**src/rtl/sl_transmitter.sv**
```systemverilog
// rtl/sl_transmitter.sv - SL word transmitter: data bits, odd parity and stop bit on the two-wire SL pair
//
// Serialises 8..32 data bits (LSB first), then an odd-parity bit, then a stop
// bit, onto the zeroes/ones line pair. Every bit is PULSE_LEN cycles of one
// line low followed by GAP_LEN cycles of both lines high. The stop bit pulls
// both lines low at once.
//
// Optional feature macro: SL_TX_PARITY_INJECT_EN
//   When defined, adds input inject_par_err. It is sampled with tx_start, and
//   when set it inverts the transmitted parity bit.
//
// Ports:
//   clk                 system clock
//   rst_n               asynchronous active-low reset
//   tx_data[31:0]       word to send; bits at index BQ and above are ignored
//   tx_start            send request, sampled only while idle
//   inject_par_err      (macro only) invert parity of the accepted frame
//   wr_config_w         new configuration value
//   wr_enable           configuration write strobe (idle only, BQ legality checked)
//   serial_line_zeroes  SL zeroes line, idle high
//   serial_line_ones    SL ones line, idle high
//   busy                frame in progress
//   tx_done             one-cycle pulse at frame end
//   r_config_w          current configuration (PCE[0], BQ[6:1], MODE/IRQM stored)

module sl_transmitter #(
   parameter int CONFIG_WIDTH = 16,
   parameter int PULSE_LEN    = 16,
   parameter int GAP_LEN      = 16
) (
   input  logic                    clk,
   input  logic                    rst_n,
   input  logic [31:0]             tx_data,
   input  logic                    tx_start,
`ifdef SL_TX_PARITY_INJECT_EN
   input  logic                    inject_par_err,
`endif
   input  logic [CONFIG_WIDTH-1:0] wr_config_w,
   input  logic                    wr_enable,
   output logic                    serial_line_zeroes,
   output logic                    serial_line_ones,
   output logic                    busy,
   output logic                    tx_done,
   output logic [CONFIG_WIDTH-1:0] r_config_w
);

   typedef enum logic [2:0] {
      S_IDLE,
      S_BIT_LOW,
      S_BIT_HIGH,
      S_STOP_LOW,
      S_STOP_HIGH
   } state_t;

   localparam logic [5:0]              PULSE_LAST   = 6'(PULSE_LEN - 1);
   localparam logic [5:0]              GAP_LAST     = 6'(GAP_LEN - 1);
   localparam logic [CONFIG_WIDTH-1:0] CONFIG_RESET = CONFIG_WIDTH'(16'h0010);

   state_t      r_state;
   logic [5:0]  r_phase;
   logic [5:0]  r_bit_cnt;
   logic [5:0]  r_frame_bq;
   logic [32:0] r_shift;

   logic [5:0]  w_bq;
   logic [32:0] w_mask;
   logic [32:0] w_data_m;
   logic        w_par;
   logic [32:0] w_shift_init;
   logic [5:0]  w_cfg_bq;
   logic        w_cfg_ok;
   logic        w_inject;

`ifdef SL_TX_PARITY_INJECT_EN
   assign w_inject = inject_par_err;
`else
   assign w_inject = 1'b0;
`endif

   // The frame always uses the BQ held before any same-cycle config write.
   assign w_bq     = r_config_w[6:1];
   assign w_mask   = (33'd1 << w_bq) - 33'd1;
   assign w_data_m = {1'b0, tx_data} & w_mask;
   // Odd parity: data ones plus p is odd.
   assign w_par    = ~(^w_data_m) ^ w_inject;
   // Parity sits just above the data so it shifts out right after the last data bit.
   assign w_shift_init = w_data_m | (33'(w_par) << w_bq);

   assign w_cfg_bq = wr_config_w[6:1];
   assign w_cfg_ok = !w_cfg_bq[0] && (w_cfg_bq >= 6'd8) && (w_cfg_bq <= 6'd32);

   always_ff @(posedge clk or negedge rst_n) begin
      if (!rst_n) begin
         r_state            <= S_IDLE;
         r_phase            <= '0;
         r_bit_cnt          <= '0;
         r_frame_bq         <= '0;
         r_shift            <= '0;
         serial_line_zeroes <= 1'b1;
         serial_line_ones   <= 1'b1;
         busy               <= 1'b0;
         tx_done            <= 1'b0;
         r_config_w         <= CONFIG_RESET;
      end else begin
         tx_done <= 1'b0;

         if (wr_enable && (r_state == S_IDLE) && w_cfg_ok)
            r_config_w <= wr_config_w;

         case (r_state)
            S_IDLE: begin
               serial_line_zeroes <= 1'b1;
               serial_line_ones   <= 1'b1;
               busy               <= 1'b0;
               if (tx_start) begin
                  r_shift            <= w_shift_init;
                  r_frame_bq         <= w_bq;
                  r_bit_cnt          <= '0;
                  r_phase            <= '0;
                  busy               <= 1'b1;
                  serial_line_zeroes <= w_shift_init[0];
                  serial_line_ones   <= ~w_shift_init[0];
                  r_state            <= S_BIT_LOW;
               end
            end

            S_BIT_LOW: begin
               if (r_phase == PULSE_LAST) begin
                  r_phase            <= '0;
                  serial_line_zeroes <= 1'b1;
                  serial_line_ones   <= 1'b1;
                  r_state            <= S_BIT_HIGH;
               end else begin
                  r_phase <= r_phase + 6'd1;
               end
            end

            S_BIT_HIGH: begin
               if (r_phase == GAP_LAST) begin
                  r_phase   <= '0;
                  r_shift   <= r_shift >> 1;
                  r_bit_cnt <= r_bit_cnt + 6'd1;
                  // r_bit_cnt == frame_bq means the parity bit just finished.
                  if (r_bit_cnt == r_frame_bq) begin
                     serial_line_zeroes <= 1'b0;
                     serial_line_ones   <= 1'b0;
                     r_state            <= S_STOP_LOW;
                  end else begin
                     // r_shift[1] is the bit that becomes shift[0] on this edge.
                     serial_line_zeroes <= r_shift[1];
                     serial_line_ones   <= ~r_shift[1];
                     r_state            <= S_BIT_LOW;
                  end
               end else begin
                  r_phase <= r_phase + 6'd1;
               end
            end

            S_STOP_LOW: begin
               if (r_phase == PULSE_LAST) begin
                  r_phase            <= '0;
                  serial_line_zeroes <= 1'b1;
                  serial_line_ones   <= 1'b1;
                  r_state            <= S_STOP_HIGH;
               end else begin
                  r_phase <= r_phase + 6'd1;
               end
            end

            S_STOP_HIGH: begin
               if (r_phase == GAP_LAST) begin
                  r_phase <= '0;
                  busy    <= 1'b0;
                  tx_done <= 1'b1;
                  r_state <= S_IDLE;
               end else begin
                  r_phase <= r_phase + 6'd1;
               end
            end

            default: begin
               serial_line_zeroes <= 1'b1;
               serial_line_ones   <= 1'b1;
               busy               <= 1'b0;
               r_state            <= S_IDLE;
            end
         endcase
      end
   end

endmodule

```
**config.mk**
```make
export PLATFORM = sky130hd
export DESIGN_NAME = sl_transmitter
export DESIGN_NICKNAME = d
export VERILOG_FILES = /design/src/rtl/sl_transmitter.sv
export SDC_FILE = /design/constraint.sdc
export NUM_CORES = 1
export LEC_CHECK = 0
export BUFFER_PORTS_ARGS = -buffer_cell sky130_fd_sc_hd__buf_2
export CAP_MARGIN = 10
export CORE_MARGIN = 2
export CORE_UTILIZATION = 60
export CTS_CLUSTER_DIAMETER = 30
export DETAILED_ROUTE_END_ITERATION = 10
export MAX_ROUTING_LAYER = met4
export PLACE_DENSITY = 0.93
export SLEW_MARGIN = 10
export SYNTH_ARGS = -nofsm -noshare
export SYNTH_HDL_FRONTEND = slang
export SYNTH_SLANG_ARGS = --single-unit
```
**constraint.sdc**
```tcl
create_clock -name clk -period 8.15 [get_ports clk]
set_input_delay 0.815 -clock clk [delete_from_list [all_inputs] [get_ports clk]]
set_output_delay 0.815 -clock clk [all_outputs]
set_load 0.02 [all_outputs]
```
==> run_results.csv, run 1 <==
group,metric,value,unit
setup_path,critical_path.startpoint_type,"flip-flop",
placed_design,numPortBuffers,71,
detailed_routing,drtPass1Iterations,5,
grt,met2_usage,54.3,%
clock_network,root_buffer,"clkbuf_8",
detailed_routing,wire_per_inst,20.1,µm
layout,area_growth,11.1,%
grt,met1_usage,47.8,%
layout,antenna_cells,0,
timing,setup_violations,0,
power,finalPower,730,µW
logic_synthesis,synth_edf_count,0,
logic_synthesis,yosys_warnings,0,
detailed_routing,route.detailed.drc,0,
detailed_routing,totalWireLength,15000,µm
clock_network,cts_max_level,3,
logic_synthesis,syn_area_per_cell,8.47,µm²
power,leakage,0.00243,µW
grt,grt_max_degree,74,
clock_network,clk_latency,0.36,ns
timing,fin_crit,4.81,ns
placed_design,finalWeightedCongestion,1.06,
setup_path,critical_path_required,8.38,ns
setup_path,worstSetupEndpointType,"flip-flop",
timing,setup_tns,0,ns
clock_network,cts_max_path_buffers,2,
placed_design,dpl.hpwl,10500,µm
setup_path,max_stage_delay,0.87,ns
placed_design,dpl_cell_area,0.00534,mm²
die,dieArea,0.00911,mm²
die,coreArea,0.00818,mm²
layout,final_common_cell,"nand2_1",
timing,grt_setup_unrepaired,"false",
setup_path,critPathKind,"flip-flop to flip-flop",
logic_synthesis,synth_seq_cells,73,
timing,hold_violations,0,
clock_network,post_cts_buffers,0,
timing,worst_slew_pin_slew,1.21,ns
setup_path,path_cells,"nor2b_1 -> nand2_1 -> ha_1 -> o21ai_1 -> nor2_1 -> o31ai_1 -> xor2_1 -> xnor2_1 -> xnor3_2 -> xnor2_4 -> nand3_1 -> a31oi_1",
timing,worst_clock_skew,0.00872,ns
logic_synthesis,synth_cell_types,74,
setup_path,cp_max_fo,26,
clock_network,cts.clk_slew.worst_paths,0.08,ns
die,io_pins,72,
logic_synthesis,synth-seq-area-share,36.5,%
setup_path,cp_slowest_cell,"dfrtp_1",
setup_path,cp_top_family,"XOR/XNOR gates",
detailed_routing,drt_iter0_drc,578,
layout,postLayoutCellArea,0.00558,mm²
clock_network,clock_sinks,73,
grt,overflow,0,
logic_synthesis,syn-cell-area,0.00502,mm²
layout,final_cell_mix,"nand2_1, buf_2, dfrtp_1",
timing,slew_headroom,18.9,%
timing,finalCritPeriodShare,59.0,%
setup_path,crit_buf_inv,0,
detailed_routing,via_per_inst,6.64,
min_path,worst_hold_path_type,"flip-flop to flip-flop",
power,ir_worst_vdd,0.000112,V
logic_synthesis,synth_fp_nets,648,
clock_network,cts_buffers,9,
power,p_per_area,131,mW/mm²
clock_network,cts_resized,0,
clock_network,cts_tree,"done",
detailed_routing,vias,4950,
logic_synthesis,synth-async-reset-ratio,100,%
grt,grt_pass1_vias,4729,
logic_synthesis,syn_inst,593,
grt,top_usage_layer,"met2",
layout,nets,691,
timing,slew_viol_final,0,
die,row_count,33,
detailed_routing,ant_nets,0,
clock_network,cts.hold.buffers_added,0,
grt,grt_pass1_wl,24100,µm
layout,drive_gt1_share,20.4,%
die,fp.dieW,95.5,µm
grt,antenna_found_initial,0,
timing,fmax,0.208,GHz
logic_synthesis,synth_ff_type,"dfrtp_1",
grt,met3_usage,6.32,%
job,cap_violations,0,
setup_path,cp.arrival,5.04,ns
grt,track_usage,35.9,%
die,start_util,61.4,%
die,die_h,95.5,µm
status,status,"finished clean",
kinds of logic after synthesis:
| kind of cell | after synthesis | share of synthesized area [%] |
|---|---|---|
| AND/OR/NAND/NOR | 229 | 22.6 |
| AO/OA/AOI/OAI | 168 | 20.8 |
| multiplexers | 28 | 6.26 |
| adder cells (fa/ha/maj) | 4 | 0.947 |
| buffers and inverters | 50 | 4.71 |
| XOR/XNOR | 41 | 8.25 |
| flip-flops | 73 | 36.5 |
metal layers:
layer | wire, µm | share of wire (%) | up-vias
met5 | 0 | 0 | -
met2 | 7020 | 47 | 337
met3 | 1480 | 9.8 | 56
met4 | 598 | 4.0 | 0
li1 | - | - | 2226
met1 | 5900 | 39 | 2331
sequential cells by signal, summed over array words and instances, names as in the netlist:
register            flops
r_state                 3
r_phase                 6
r_bit_cnt               6
r_config_w             16
r_shift                32
serial_line_ones        1
busy                    1
r_frame_bq              6
serial_line_zeroes      1
tx_done                 1
worst register-to-register path, cell delays in order (launching register included):
cell and delay, ns:
dfrtp_1 0.87, nor2b_1 0.49, nand2_1 0.11, ha_1 0.40, o21ai_1 0.30, nor2_1 0.09, o31ai_1 0.44, xor2_1 0.22
xnor2_1 0.14, xnor3_2 0.49, xnor2_4 0.64, nand3_1 0.15, a31oi_1 0.35
cells in the mapped netlist, types with 9 or more instances:
| cell type | number | area, µm² |
|---|---|---|
| a21oi_1 | 40 | 200 |
| a31oi_1 | 18 | 113 |
| clkbuf_1 | 31 | 116 |
| dfrtp_1 | 70 | 1750 |
| mux2_2 | 17 | 191 |
| mux2i_1 | 10 | 100 |
| nand2_1 | 100 | 375 |
| nand3_1 | 11 | 55.1 |
| nand4_1 | 9 | 56.3 |
| nor2_1 | 44 | 165 |
| nor3_1 | 11 | 55.1 |
| o21ai_0 | 40 | 200 |
| o21ai_1 | 13 | 65.1 |
| or3_1 | 9 | 56.3 |
| xnor2_1 | 25 | 219 |
| xor2_1 | 12 | 105 |
through the flow:
step | instances | hold WS, ns | setup WS [ns] | utilization, %
6_report | 746 | 0.488 | 3.34 | 68.2
5_1_grt | 746 | 0.528 | 3.17 | 68.2
4_1_cts | 746 | 0.492 | 3.53 | 68.2
3_5_place_dp | 730 | 0.474 | 3.56 | 65.3
3_3_place_gp | 730 | 0.479 | 3.64 | 65.3
2_1_floorplan | 593 | 0.449 | 4.52 | -
cell type report:
cell class	instances	area, µm²
inverters	3	11.3
flip-flops and latches	73	1830
repair buffers	79	415
well taps	105	131
clock inverters	6	97.6
clock buffers	10	138
fillers	683	2600
multi-input cells	470	2950
path summary, 6_finish.rpt:
kind / to / depth (start not counted) / start / slack, ns
setup reg to reg: r_shift[2]$_DFFE_PN0P_ / 12 / r_config_w[1]$_DFFE_PN0P_ / 3.34
hold reg to reg: r_shift[23]$_DFFE_PN0P_ / 2 / r_shift[23]$_DFFE_PN0P_ / 0.49
hold / removal: r_shift[23]$_DFFE_PN0P_ / 2 / r_shift[23]$_DFFE_PN0P_ / 0.49
min in group asynchronous: r_bit_cnt[3]$_DFFE_PN0P_ / 2 / rst_n / 0.67
max in group asynchronous: r_config_w[14]$_DFFE_PN0P_ / 2 / rst_n / 6.90
setup / recovery: r_shift[2]$_DFFE_PN0P_ / 12 / r_config_w[1]$_DFFE_PN0P_ / 3.34
where the power goes:
part,switching (µW),internal (µW)
combinational,17.6,11.8
clock,153,186
sequential,0,362
total,170,559
Power figures use the tool's default switching activity.
==> run 2, diff against run 1 <==
--- a/config.mk
+++ b/config.mk
@@ -5,14 +5,15 @@
 export SDC_FILE = /design/constraint.sdc
 export NUM_CORES = 1
 export LEC_CHECK = 0
+export ABC_AREA = 1
 export BUFFER_PORTS_ARGS = -buffer_cell sky130_fd_sc_hd__buf_2
 export CAP_MARGIN = 10
 export CORE_MARGIN = 2
-export CORE_UTILIZATION = 60
+export CORE_UTILIZATION = 53
 export CTS_CLUSTER_DIAMETER = 30
 export DETAILED_ROUTE_END_ITERATION = 10
 export MAX_ROUTING_LAYER = met4
-export PLACE_DENSITY = 0.93
+export PLACE_DENSITY = 0.87
 export SLEW_MARGIN = 10
 export SYNTH_ARGS = -nofsm -noshare
 export SYNTH_HDL_FRONTEND = slang
==> constraint.sdc (replaced) <==
create_clock -name clk -period 3.99 [get_ports clk]
set_input_delay 0.399 -clock clk [delete_from_list [all_inputs] [get_ports clk]]
set_output_delay 0.399 -clock clk [all_outputs]
set_load 0.02 [all_outputs]
==> run_results.csv, run 2 <==
group,metric,value,unit
clock_network,cts_tree,"done",
power,ir_worst_vdd,0.000684,V
clock_network,root_buffer,"clkbuf_8",
layout,drive_gt1_share,16.0,%
logic_synthesis,synth_edf_count,0,
clock_network,clock_sinks,73,
die,row_count,37,
timing,fmax,0.276,GHz
grt,grt_pass1_vias,5720,
timing,slew_viol_final,0,
die,fp.dieW,106,µm
layout,top_register,"r_shift",
timing,worst_slew_pin_slew,1.08,ns
setup_path,critPathKind,"flip-flop to flip-flop",
die,io_pins,72,
logic_synthesis,yosysMostFrequentCell,"nand2_1",
logic_synthesis,yosys_warnings,0,
detailed_routing,drtPass1Iterations,6,
logic_synthesis,synth-seq-area-share,33.0,%
die,start_util,54.3,%
die,dieArea,0.0113,mm²
detailed_routing,via_per_inst,5.69,
layout,area_growth,13.0,%
detailed_routing,route.detailed.drc,0,
clock_network,clk_latency,0.36,ns
layout,nets,990,
grt,grt_max_degree,45,
logic_synthesis,synth_seq_cells,73,
placed_design,numPortBuffers,71,
clock_network,cts.clk_slew.worst_paths,0.09,ns
detailed_routing,ant_nets,0,
timing,setup_violations,0,
timing,setup_tns,0,ns
die,coreArea,0.0102,mm²
grt,antenna_found_initial,0,
timing,worst_clock_skew,0.0129,ns
clock_network,cts_max_path_buffers,2,
timing,fin_crit,3.63,ns
detailed_routing,drt_iter0_drc,537,
job,cap_violations,0,
setup_path,critical_path_required,4.22,ns
die,die_h,106,µm
timing,grt_setup_unrepaired,"false",
placed_design,dp_cells,1056,
logic_synthesis,synth_area_leaders,"dfrtp_1, nand2_1, nand3_1, inv_1, nor2_1",
layout,nFillCells,958,
layout,reg.largest.list,"r_shift x32, r_config_w x16",
logic_synthesis,syn-cell-area,0.00555,mm²
clock_network,cts.hold.buffers_added,0,
timing,finalCritPeriodShare,91.0,%
grt,track_usage,31.1,%
logic_synthesis,synth_cell_types,42,
layout,final_cells,1076,
setup_path,reg2reg_depth,19,
detailed_routing,vias,6120,
timing,holdWs,0.0365,ns
detailed_routing,wire_per_inst,15.3,µm
power,leakage,0.00356,µW
logic_synthesis,yosysTopAreaCell,"dfrtp_1",
logic_synthesis,synth_ff_type,"dfrtp_1",
layout,final_common_cell,"nand2_1",
logic_synthesis,syn_inst,867,
logic_synthesis,synth_top_area_share,31.5,%
setup_path,worstSetupEndpointType,"flip-flop",
layout,multi_input_area,0.00318,mm²
logic_synthesis,syn_area_per_cell,6.40,µm²
logic_synthesis,ys_top_cells_by_count,"nand2_1, inv_1, nand3_1",
power,p_per_area,1000,mW/mm²
setup_path,cp.arrival,3.86,ns
min_path,worst_hold_path_type,"primary input to async pin",
setup_path,critical_path.startpoint_type,"flip-flop",
clock_network,cts_buffers,9,
status,status,"finished clean",
timing,slew_headroom,27.8,%
placed_design,finalWeightedCongestion,1.04,
layout,largest_reg_flops,32,
setup_path,cp_max_fo,13,
layout,final_cell_mix,"nand2_1, inv_1, nand3_1",
clock_network,cts_max_level,3,
timing,hold_violations,0,
layout,regArea,0.00183,mm²
layout,antenna_cells,0,
placed_design,dpl.hpwl,12700,µm
grt,overflow,0,
logic_synthesis,synth-async-reset-ratio,100,%
detailed_routing,totalWireLength,16500,µm
grt,grt_pass1_wl,27100,µm
logic_synthesis,synth_fp_nets,922,
run 2: cell count changes after synthesis, moves of 20 or more:
cell	change
nand4_1	+23
xnor2_1	-20
inv_1	+102
nor2_1	+48
nand3_1	+86
nand2_1	+149
run 2: path summary, 6_finish.rpt:
check | from | end | slack, ns
hold reg to reg | r_shift[25]$_DFFE_PN0P_ | r_shift[25]$_DFFE_PN0P_ | 0.49
setup reg to reg | r_config_w[4]$_DFFE_PN1P_ | r_shift[15]$_DFFE_PN0P_ | 0.36
setup / recovery | r_config_w[4]$_DFFE_PN1P_ | r_shift[15]$_DFFE_PN0P_ | 0.36
min in group clk | wr_config_w[14] | r_config_w[14]$_DFFE_PN0P_ | 0.27
hold / removal | rst_n | r_config_w[14]$_DFFE_PN0P_ | 0.04
max in group asynchronous | rst_n | r_config_w[3]$_DFFE_PN0P_ | 2.95
run 2: kinds of logic (layout without fill, tap and decap cells):
group                      count (synthesis)  after routing  synth area share, %
AOI/OAI and AO/OA                        125            125                 12.0
xor gates and xnor gates                  15             15                 2.37
adders and majority gates                  3              3                0.676
buffers and inverters                    139            212                 10.3
DFF                                       73             73                 33.0
muxes                                     10             10                 2.03
and+or+nand+nor                          502            502                 39.7
run 2: critical path, cell delays in order, from the launching register on:
cell,delay [ns]
dfstp_2,0.68
buf_4,0.26
nor2_1,0.10
nand2_1,0.15
nand2_1,0.13
nor2_2,0.22
nand2_2,0.12
o21ai_1,0.15
nand3_1,0.26
xnor2_1,0.24
nand3_1,0.09
nand2_1,0.13
nand3_1,0.09
nand2_1,0.12
inv_1,0.06
nand2_2,0.12
buf_4,0.22
a21oi_1,0.11
o21ai_1,0.14
o21ai_0,0.11
run 2: per-stage QoR:
step / total power (µW) / utilization, % / setup WS (ns) / area, µm²
6_report: 6300 / 61.3 / 0.361 / 6270
5_1_grt: 6810 / 61.3 / 0.0565 / 6270
2_1_floorplan: 4580 / - / 1.01 / 5550
4_1_cts: 6040 / 60.8 / 0.205 / 6220
3_3_place_gp: 5280 / 58.7 / 0.326 / 6010
3_5_place_dp: 5400 / 58.7 / 0.250 / 6010
run 2: layout make-up:
| cell class | instances | area share, % |
|---|---|---|
| flip-flops and latches | 73 | 29.2 |
| well taps | 136 | 2.71 |
| clock buffers | 10 | 2.19 |
| clock inverters | 6 | 1.16 |
| multi-input cells | 655 | 50.6 |
| inverters | 110 | 6.62 |
| repair buffers | 86 | 7.46 |
run 2: per-layer routing:
| layer | vias up | global-route usage [%] | wire length, µm |
|---|---|---|---|
| li1 | 2966 | - | - |
| met1 | 2781 | 39.2 | 6870 |
| met2 | 313 | 49.3 | 7630 |
| met3 | 60 | 5.58 | 1260 |
| met4 | 0 | 13.4 | 699 |
| met5 | - | - | 0 |
run 2: power breakdown:
group          leakage (µW)  switching [µW]  total [µW]  internal (µW)
Clock              0.000104             299         613            313
Sequential         0.000924             218        1270           1050
Combinational       0.00254            3090        4420           1330
Total               0.00356            3600        6300           2700
run 2: what timing repair did:
action,in CTS,in global routing
resized for setup,0,9
setup endpoints to repair,0,28
buffers inserted,0,4
